**src/rtl/serial_run_pkg.sv**
```systemverilog
// Shared definitions for the single-bit run-end protocol: FSM encoding and default widths.
// Detector benches import this to decode generator state.
package serial_run_pkg;

    localparam int DEF_LEN_W = 4;
    localparam int GAP_W     = 4;

    typedef enum logic [1:0] {
        IDLE = 2'd0,
        RUN  = 2'd1,
        TERM = 2'd2,
        GAP  = 2'd3
    } state_t;

endpackage

```
**src/rtl/serial_run_generator_run_len_counter.sv**
```systemverilog
// Loadable down-counter that tracks the remaining high cycles of a run.
// The FSM only enables it above one, so it never wraps below zero.
module run_len_counter #(
    parameter int W = 4
) (
    input  logic         clk_i,
    input  logic         rst_i,
    input  logic         load_i,
    input  logic         en_i,
    input  logic [W-1:0] value_i,
    output logic         is_one_o
);

    logic [W-1:0] count_q;
    logic [W-1:0] count_d;

    always_comb begin
        count_d = count_q;
        if (load_i) begin
            count_d = value_i;
        end else if (en_i) begin
            count_d = count_q - 1'b1;
        end
    end

    always_ff @(posedge clk_i) begin
        if (rst_i) begin
            count_q <= '0;
        end else begin
            count_q <= count_d;
        end
    end

    assign is_one_o = (count_q == W'(1));

endmodule

```
**src/rtl/serial_run_generator.sv**
```systemverilog
// Transmit side of the run-end protocol: drives run_len high cycles then one low terminator,
// flagging the terminator on term/done so it can be compared against the detector's W.
module serial_run_generator
    import serial_run_pkg::*;
#(
    parameter int LEN_W      = DEF_LEN_W,
    parameter int GAP_CYCLES = 1,
    parameter int CNT_W      = 8
) (
    input  logic             clk,
    input  logic             rst,
    input  logic             start_valid,
    output logic             start_ready,
    input  logic [LEN_W-1:0] run_len,
    input  logic             hold,
    output logic             x_out,
    output logic             term,
    output logic             done,
    output logic             len_err,
    output logic             busy,
    output logic [CNT_W-1:0] frames_sent
);

    state_t             state_q, state_d;
    logic               x_q, x_d;
    logic               term_q, term_d;
    logic               done_q, done_d;
    logic               len_err_q, len_err_d;
    logic [CNT_W-1:0]   frames_q, frames_d;
    logic [GAP_W-1:0]   gap_q, gap_d;
    logic               cnt_load;
    logic               cnt_en;
    logic               cnt_is_one;

    run_len_counter #(
        .W(LEN_W)
    ) u_run_len_counter (
        .clk_i    (clk),
        .rst_i    (rst),
        .load_i   (cnt_load),
        .en_i     (cnt_en),
        .value_i  (run_len),
        .is_one_o (cnt_is_one)
    );

    always_comb begin
        state_d   = state_q;
        x_d       = 1'b0;
        term_d    = 1'b0;
        done_d    = 1'b0;
        len_err_d = 1'b0;
        frames_d  = frames_q;
        gap_d     = gap_q;
        cnt_load  = 1'b0;
        cnt_en    = 1'b0;
        unique case (state_q)
            IDLE: begin
                if (start_valid) begin
                    if (run_len != '0) begin
                        state_d  = RUN;
                        x_d      = 1'b1;
                        cnt_load = 1'b1;
                    end else begin
                        len_err_d = 1'b1;
                    end
                end
            end
            RUN: begin
                // hold stretches the run: line stays high and the counter is frozen
                x_d = 1'b1;
                if (!hold) begin
                    if (cnt_is_one) begin
                        state_d  = TERM;
                        x_d      = 1'b0;
                        term_d   = 1'b1;
                        done_d   = 1'b1;
                        frames_d = frames_q + 1'b1;
                    end else begin
                        cnt_en = 1'b1;
                    end
                end
            end
            TERM: begin
                if (GAP_CYCLES == 0) begin
                    state_d = IDLE;
                end else begin
                    state_d = GAP;
                    gap_d   = GAP_W'(GAP_CYCLES - 1);
                end
            end
            GAP: begin
                if (gap_q == '0) begin
                    state_d = IDLE;
                end else begin
                    gap_d = gap_q - 1'b1;
                end
            end
            default: state_d = IDLE;
        endcase
    end

    always_ff @(posedge clk) begin
        if (rst) begin
            state_q   <= IDLE;
            x_q       <= 1'b0;
            term_q    <= 1'b0;
            done_q    <= 1'b0;
            len_err_q <= 1'b0;
            frames_q  <= '0;
            gap_q     <= '0;
        end else begin
            state_q   <= state_d;
            x_q       <= x_d;
            term_q    <= term_d;
            done_q    <= done_d;
            len_err_q <= len_err_d;
            frames_q  <= frames_d;
            gap_q     <= gap_d;
        end
    end

    assign start_ready = (state_q == IDLE);
    assign busy        = (state_q != IDLE);
    assign x_out       = x_q;
    assign term        = term_q;
    assign done        = done_q;
    assign len_err     = len_err_q;
    assign frames_sent = frames_q;

endmodule

```
**config.mk**
```make
export PLATFORM = sky130hd
export DESIGN_NAME = serial_run_generator
export DESIGN_NICKNAME = d
export VERILOG_FILES = /design/src/rtl/serial_run_pkg.sv /design/src/rtl/serial_run_generator_run_len_counter.sv /design/src/rtl/serial_run_generator.sv
export SDC_FILE = /design/constraint.sdc
export NUM_CORES = 1
export LEC_CHECK = 0
export CORE_UTILIZATION = 35
export CTS_BUF_LIST = sky130_fd_sc_hd__clkbuf_4 sky130_fd_sc_hd__clkbuf_8
export DETAILED_ROUTE_END_ITERATION = 8
export PLACE_DENSITY = 0.59
export SYNTH_ARGS = -nofsm -noshare
export SYNTH_HDL_FRONTEND = slang
export SYNTH_SLANG_ARGS = --single-unit
```
**constraint.sdc**
```tcl
create_clock -name clk -period 2.3 [get_ports clk]
set_input_delay 0.345 -clock clk [delete_from_list [all_inputs] [get_ports clk]]
set_output_delay 0.345 -clock clk [all_outputs]
set_load 0.01 [all_outputs]
```
==> results.yml, run 1 <==
status:
  outcome: "completed"
yosys:
  synthAdderAreaFrac_pct: 10.0
  synth_top_family_by_area: "simple AND/OR/NAND/NOR gates"
  ys_async_sr_fraction_pct: 0
  syn-num-nets: 147
  yosysMostFrequentCell: "dfxtp_1"
  synth_xor_xnor_area_share_pct: 5.45
  synth_edf_count: 0
  ys_seq_elements: 21
  synth-compound-area-share_pct: 11.8
  synth_area_mm2: 0.00112
  yosys.area.top_type: "dfxtp_1"
  netlist.area_leader.share_pct: 37.4
  syn_area_per_cell_um2: 8.65
  synthSimpleGateAreaFrac_pct: 26.4
  synth.area.top_cells: "dfxtp_1 (37%), ha_1 (10%), nor2_1 (5.0%), nand2_1 (3.3%), a21oi_1 (3.1%)"
  synth_mux_area_share_pct: 4.67
  synthCells: 130
  ys_dominant_reg_cell: "dfxtp_1"
  yosysSeqAreaShare_pct: 37.4
  ys_types: 36
  synthTopCellsByCount: "dfxtp_1 (21), nor2_1 (15), nand2_1 (10), ha_1 (9), inv_1 (8)"
  yosysWarnings: 0
clock_network:
  worstSkewPairLatency_ns: 0.30
  postCtsSetupBuffers: 0
  cts_resized: 0
  cts-buffers-inserted: 3
  clkTransAtPathRegs_ns: 0.11
  cts_hold_buf: 0
  cts_tree: "yes"
  clk_root_buffer_cell: "clkbuf_4"
  cts_buffer_depth: 2
  cts_max_level: 1
  cts.sinks: 21
sta:
  period_share_pct: 90.1
  rsz0062_at_grt: "no"
  fmax_ghz: 0.483
  holdWs_ns: 0.506
  relSlewSlack_pct: 57.8
  tightest_slew_ns: 0.631
  final.setup.tns_ns: 0
  finalSetupViolCount: 0
  hold_violations: 0
  finalMaxSlewViolations: 0
  post-route-min-period_ns: 2.07
  fin_skew_ns: 0.000605
worst_setup_path:
  cp-start-kind: "flop"
  critPathArrivalTime_ns: 1.73
  crit_required_ns: 1.96
  worstPathMaxFanout: 8
  path_class: "flop to output pin"
  endpoint_kind: "output pin"
placed_design:
  numPortBuffers: 21
  dp_hpwl_um: 1870
  place_congestion: 0.720
  placed_area_mm2: 0.00139
die:
  rows: 20
  design.core.area_mm2: 0.00305
  die_h_um: 58.7
  die_w_um: 58.7
  ios: 22
  start_util_pct: 36.8
  dieArea_mm2: 0.00344
power_and_ir_drop:
  p_switching_uw: 428
  power_frac_comb_pct: 44.4
  internal_power_uw: 749
  pwr-share-seq_pct: 39.7
  peakVddDrop_mv: 0.423
  p_sw_share_pct: 36.3
  leakage_nw: 0.530
  p_per_area_mw_per_mm2: 826
  p_clk_share_pct: 15.9
  total_power_mw: 1.18
layout:
  finish.net_count: 172
  antennaDiodeCount: 0
  area_delta_synth_final_pct: 26.6
  final_area_mm2: 0.00142
  drive_gt1_share_pct: 9.09
global_route:
  grt_start_max_net_pins: 17
  antenna_found_initial: 0
  grt_pass1_vias: 959
  grt_pass1_wl_um: 4150
  gr-usage-all-layers_pct: 15.9
  overflow: 0
routing:
  wl_met1_um: 1110
  first_iter_violations: 40
  num_vias: 987
  dr_wl_met3_um: 101
  drt_drc_violations_left: 0
  drt_wl_total_um: 2360
  via_per_inst: 4.98
  met2_length_um: 1130
  highest_layer: "met4"
  ant_nets: 0
  detail_route.wl_per_cell_um: 11.9
  firstDrtPassIters: 4
min_path:
  hold_class: "flop to flop"
flow_run:
  max_cap_violations: 0
[path summary, 6_finish.rpt]
| path | start | endpoint | slack (ns) | cells past startpoint |
|---|---|---|---|---|
| hold / removal | gap_q[2]$_SDFFE_PP0P_ | gap_q[2]$_SDFFE_PP0P_ | 0.51 | 2 |
| setup reg to reg | gap_q[0]$_SDFFE_PP0P_ | state_q[0]$_SDFFE_PP0P_ | 0.23 | 6 |
| setup / recovery | state_q[0]$_SDFFE_PP0P_ | busy | 0.23 | 4 |
| hold reg to reg | gap_q[2]$_SDFFE_PP0P_ | gap_q[2]$_SDFFE_PP0P_ | 0.51 | 2 |
[flip-flops by register name (all words and copies together) (netlist names)]
name	cells
x_out	1
gap_q	4
done	1
state_q	2
u_run_len_counter.count_q	4
frames_sent	8
len_err	1
[layout by cell type (no fill, tap or decap), types with 4 or more instances in the layout]
cell type / count
xnor2_1: 4
clkbuf_4: 4
nor3_1: 4
dfxtp_1: 21
ha_1: 9
nand3_1: 7
a21oi_1: 7
inv_1: 8
nor2_1: 15
nand2_1: 10
clkdlybuf4s50_1: 21
[critical path: stages (launching register included)]
cell and delay [ns]:
dfxtp_1 0.41, inv_1 0.10, ha_1 0.30, inv_1 0.08, clkdlybuf4s50_1 0.53
[routing by layer]
layer	vias up	track usage [%]
li1	503	-
met1	457	19.2
met2	25	27.6
met3	2	4.62
met4	0	4.08
met5	-	0
[power by group through the flow]
stage | logic (mW) | clock network [mW] | registers, mW
5_1_grt | 0.596 | 0.217 | 0.476
6_report | 0.522 | 0.187 | 0.468
3_5_place_dp | 0.525 | 0 | 0.476
2_1_floorplan | 0.346 | 0 | 0.468
3_3_place_gp | 0.505 | 0 | 0.469
4_1_cts | 0.527 | 0.198 | 0.467
[cell type report]
cell class,instances,area (µm²)
repair buffers,24,233
well taps,44,55.1
fillers,315,1630
inverters,8,30.0
clock buffers,4,30.0
flip-flops and latches,21,420
multi-input cells,97,656
[through the flow]
step,worst slack (ns),std cells,utilization (%)
after floorplan,0.361,130,-
after global placement,0.159,194,45.7
after detailed placement,0.0413,194,45.7
after CTS,0.203,198,46.6
after global routing,0.0653,198,46.6
final,0.229,198,46.6
[logic make-up (layout without fill, tap and decap cells)]
logic type | Yosys count | after routing
adder cells (fa/ha/maj) | 9 | 9
AO/OA/AOI/OAI | 20 | 20
XOR/XNOR | 7 | 7
buffers and inverters | 12 | 36
flip-flops | 21 | 21
multiplexers | 5 | 5
AND/OR/NAND/NOR | 56 | 56
Power figures use the tool's default switching activity.
==> inputs of run 2 (changes only) <==
Clock period 2.3 ns to 2.1 ns, I/O delays scaled along.
==> results.yml, run 2 (synthesis results as in run 1) <==
routing:
  via_per_inst: 4.95
  ant_nets: 0
  drt_wl_total_um: 2330
  num_vias: 990
  drt_drc_violations_left: 0
  first_iter_violations: 25
  detail_route.wl_per_cell_um: 11.7
  firstDrtPassIters: 4
clock_network:
  clk_root_buffer_cell: "clkbuf_4"
  cts_hold_buf: 0
  cts_tree: "yes"
  cts_resized: 0
  cts.sinks: 21
  clkTransAtPathRegs_ns: 0.12
  cts_max_level: 1
  cts_buffer_depth: 2
  worstSkewPairLatency_ns: 0.30
  postCtsSetupBuffers: 0
  cts-buffers-inserted: 3
die:
  ios: 22
  rows: 20
  die_w_um: 58.7
  start_util_pct: 36.8
  design.core.area_mm2: 0.00305
  die_h_um: 58.7
  dieArea_mm2: 0.00344
layout:
  finish.net_count: 174
  area_delta_synth_final_pct: 27.9
  final_cell_mix: "dfxtp_1 (21), clkdlybuf4s50_1 (21), nor2_1 (15)"
  largest_reg_flops: 8
  antennaDiodeCount: 0
  drive_gt1_share_pct: 10.9
power_and_ir_drop:
  leakage_nw: 0.538
  p_per_area_mw_per_mm2: 904
  peakVddDrop_mv: 0.457
  total_power_mw: 1.30
sta:
  finalMaxSlewViolations: 0
  relSlewSlack_pct: 73.8
  fin_skew_ns: 0.00565
  holdWs_ns: 0.490
  finalWorstSetupSlack_ns: 0.133
  finalSetupViolCount: 0
  tightest_slew_ns: 0.388
  fmax_ghz: 0.508
  post-route-min-period_ns: 1.97
  rsz0062_at_grt: "no"
  period_share_pct: 93.7
  hold_violations: 0
global_route:
  grt_pass1_vias: 941
  antenna_found_initial: 0
  top_usage_layer: "met2"
  overflow: 0
  grt_start_max_net_pins: 13
  grt.met3_usage_pct: 2.64
  gr-usage-all-layers_pct: 14.9
  grt_util_met2_pct: 24.6
  grt_pass1_wl_um: 3970
  use_met1_pct: 19.5
flow_run:
  max_cap_violations: 0
worst_setup_path:
  worstPathMaxFanout: 8
  critPathCapture: "busy"
  reg2reg_slack_ns: 0.13
  critical_path.startpoint: "state_q[0]$_SDFFE_PP0P_"
  crit_required_ns: 1.78
  worstReg2RegStart: "gap_q[0]$_SDFFE_PP0P_"
  reg2reg_to: "state_q[0]$_SDFFE_PP0P_"
  path_class: "flop to output pin"
  cp-start-kind: "flop"
  endpoint_kind: "output pin"
  critPathArrivalTime_ns: 1.65
  reg2reg_depth: 7
status:
  outcome: "completed"
placed_design:
  dp_hpwl_um: 1830
  place_congestion: 0.764
  pre_cts_ws_ns: -0.0105
  numPortBuffers: 21
min_path:
  hold_class: "flop to flop"
run 2: how the worst min path moves through the flow:
stage                     startpoint               endpoint  depth (start not counted)  slack [ns]
2_1_floorplan  gap_q[2]$_SDFFE_PP0P_  gap_q[2]$_SDFFE_PP0P_                          2        0.44
3_3_place_gp   gap_q[2]$_SDFFE_PP0P_  gap_q[2]$_SDFFE_PP0P_                          2        0.47
3_5_place_dp   gap_q[2]$_SDFFE_PP0P_  gap_q[2]$_SDFFE_PP0P_                          2        0.48
4_1_cts        gap_q[2]$_SDFFE_PP0P_  gap_q[2]$_SDFFE_PP0P_                          2        0.50
5_1_grt        gap_q[2]$_SDFFE_PP0P_  gap_q[2]$_SDFFE_PP0P_                          2        0.53
6_report       gap_q[2]$_SDFFE_PP0P_  gap_q[2]$_SDFFE_PP0P_                          2        0.49
run 2: power breakdown:
part           leakage (nW)  internal, mW  switching [mW]
clock                0.0177        0.0709           0.122
combinational         0.350         0.301           0.298
sequential            0.171         0.455          0.0543
run 2: area by class of cell:
class                           instances  area, µm²
Sequential cell                        21        420
Tap cell                               44       55.1
Clock inverter                          1       5.00
Clock buffer                            3       22.5
Timing Repair Buffer                   26        248
Inverter                                8       30.0
Fill cell                             333       1610
Multi-Input combinational cell         97        658
run 2: worst max-delay path: stages (launching register included):
cell	delay (ns)
dfxtp_1	0.41
inv_1	0.10
ha_2	0.25
inv_1	0.06
clkdlybuf4s50_1	0.52
run 2: through the flow:
step | std cells | TNS, ns | instance area, µm² | util (%)
final | 200 | 0 | 1440 | 47.1
after global routing | 200 | 0 | 1440 | 47.1
after CTS | 200 | 0 | 1440 | 47.0
after floorplan | 130 | 0 | 1120 | -
after global placement | 196 | 0 | 1410 | 46.1
after detailed placement | 196 | -0.0119 | 1410 | 46.1
run 2: per-layer routing:
| metal | up-vias | wire length [µm] |
|---|---|---|
| li1 | 504 | - |
| met1 | 465 | 1150 |
| met2 | 19 | 1050 |
| met3 | 2 | 120 |
| met4 | 0 | 9 |
| met5 | - | 0 |
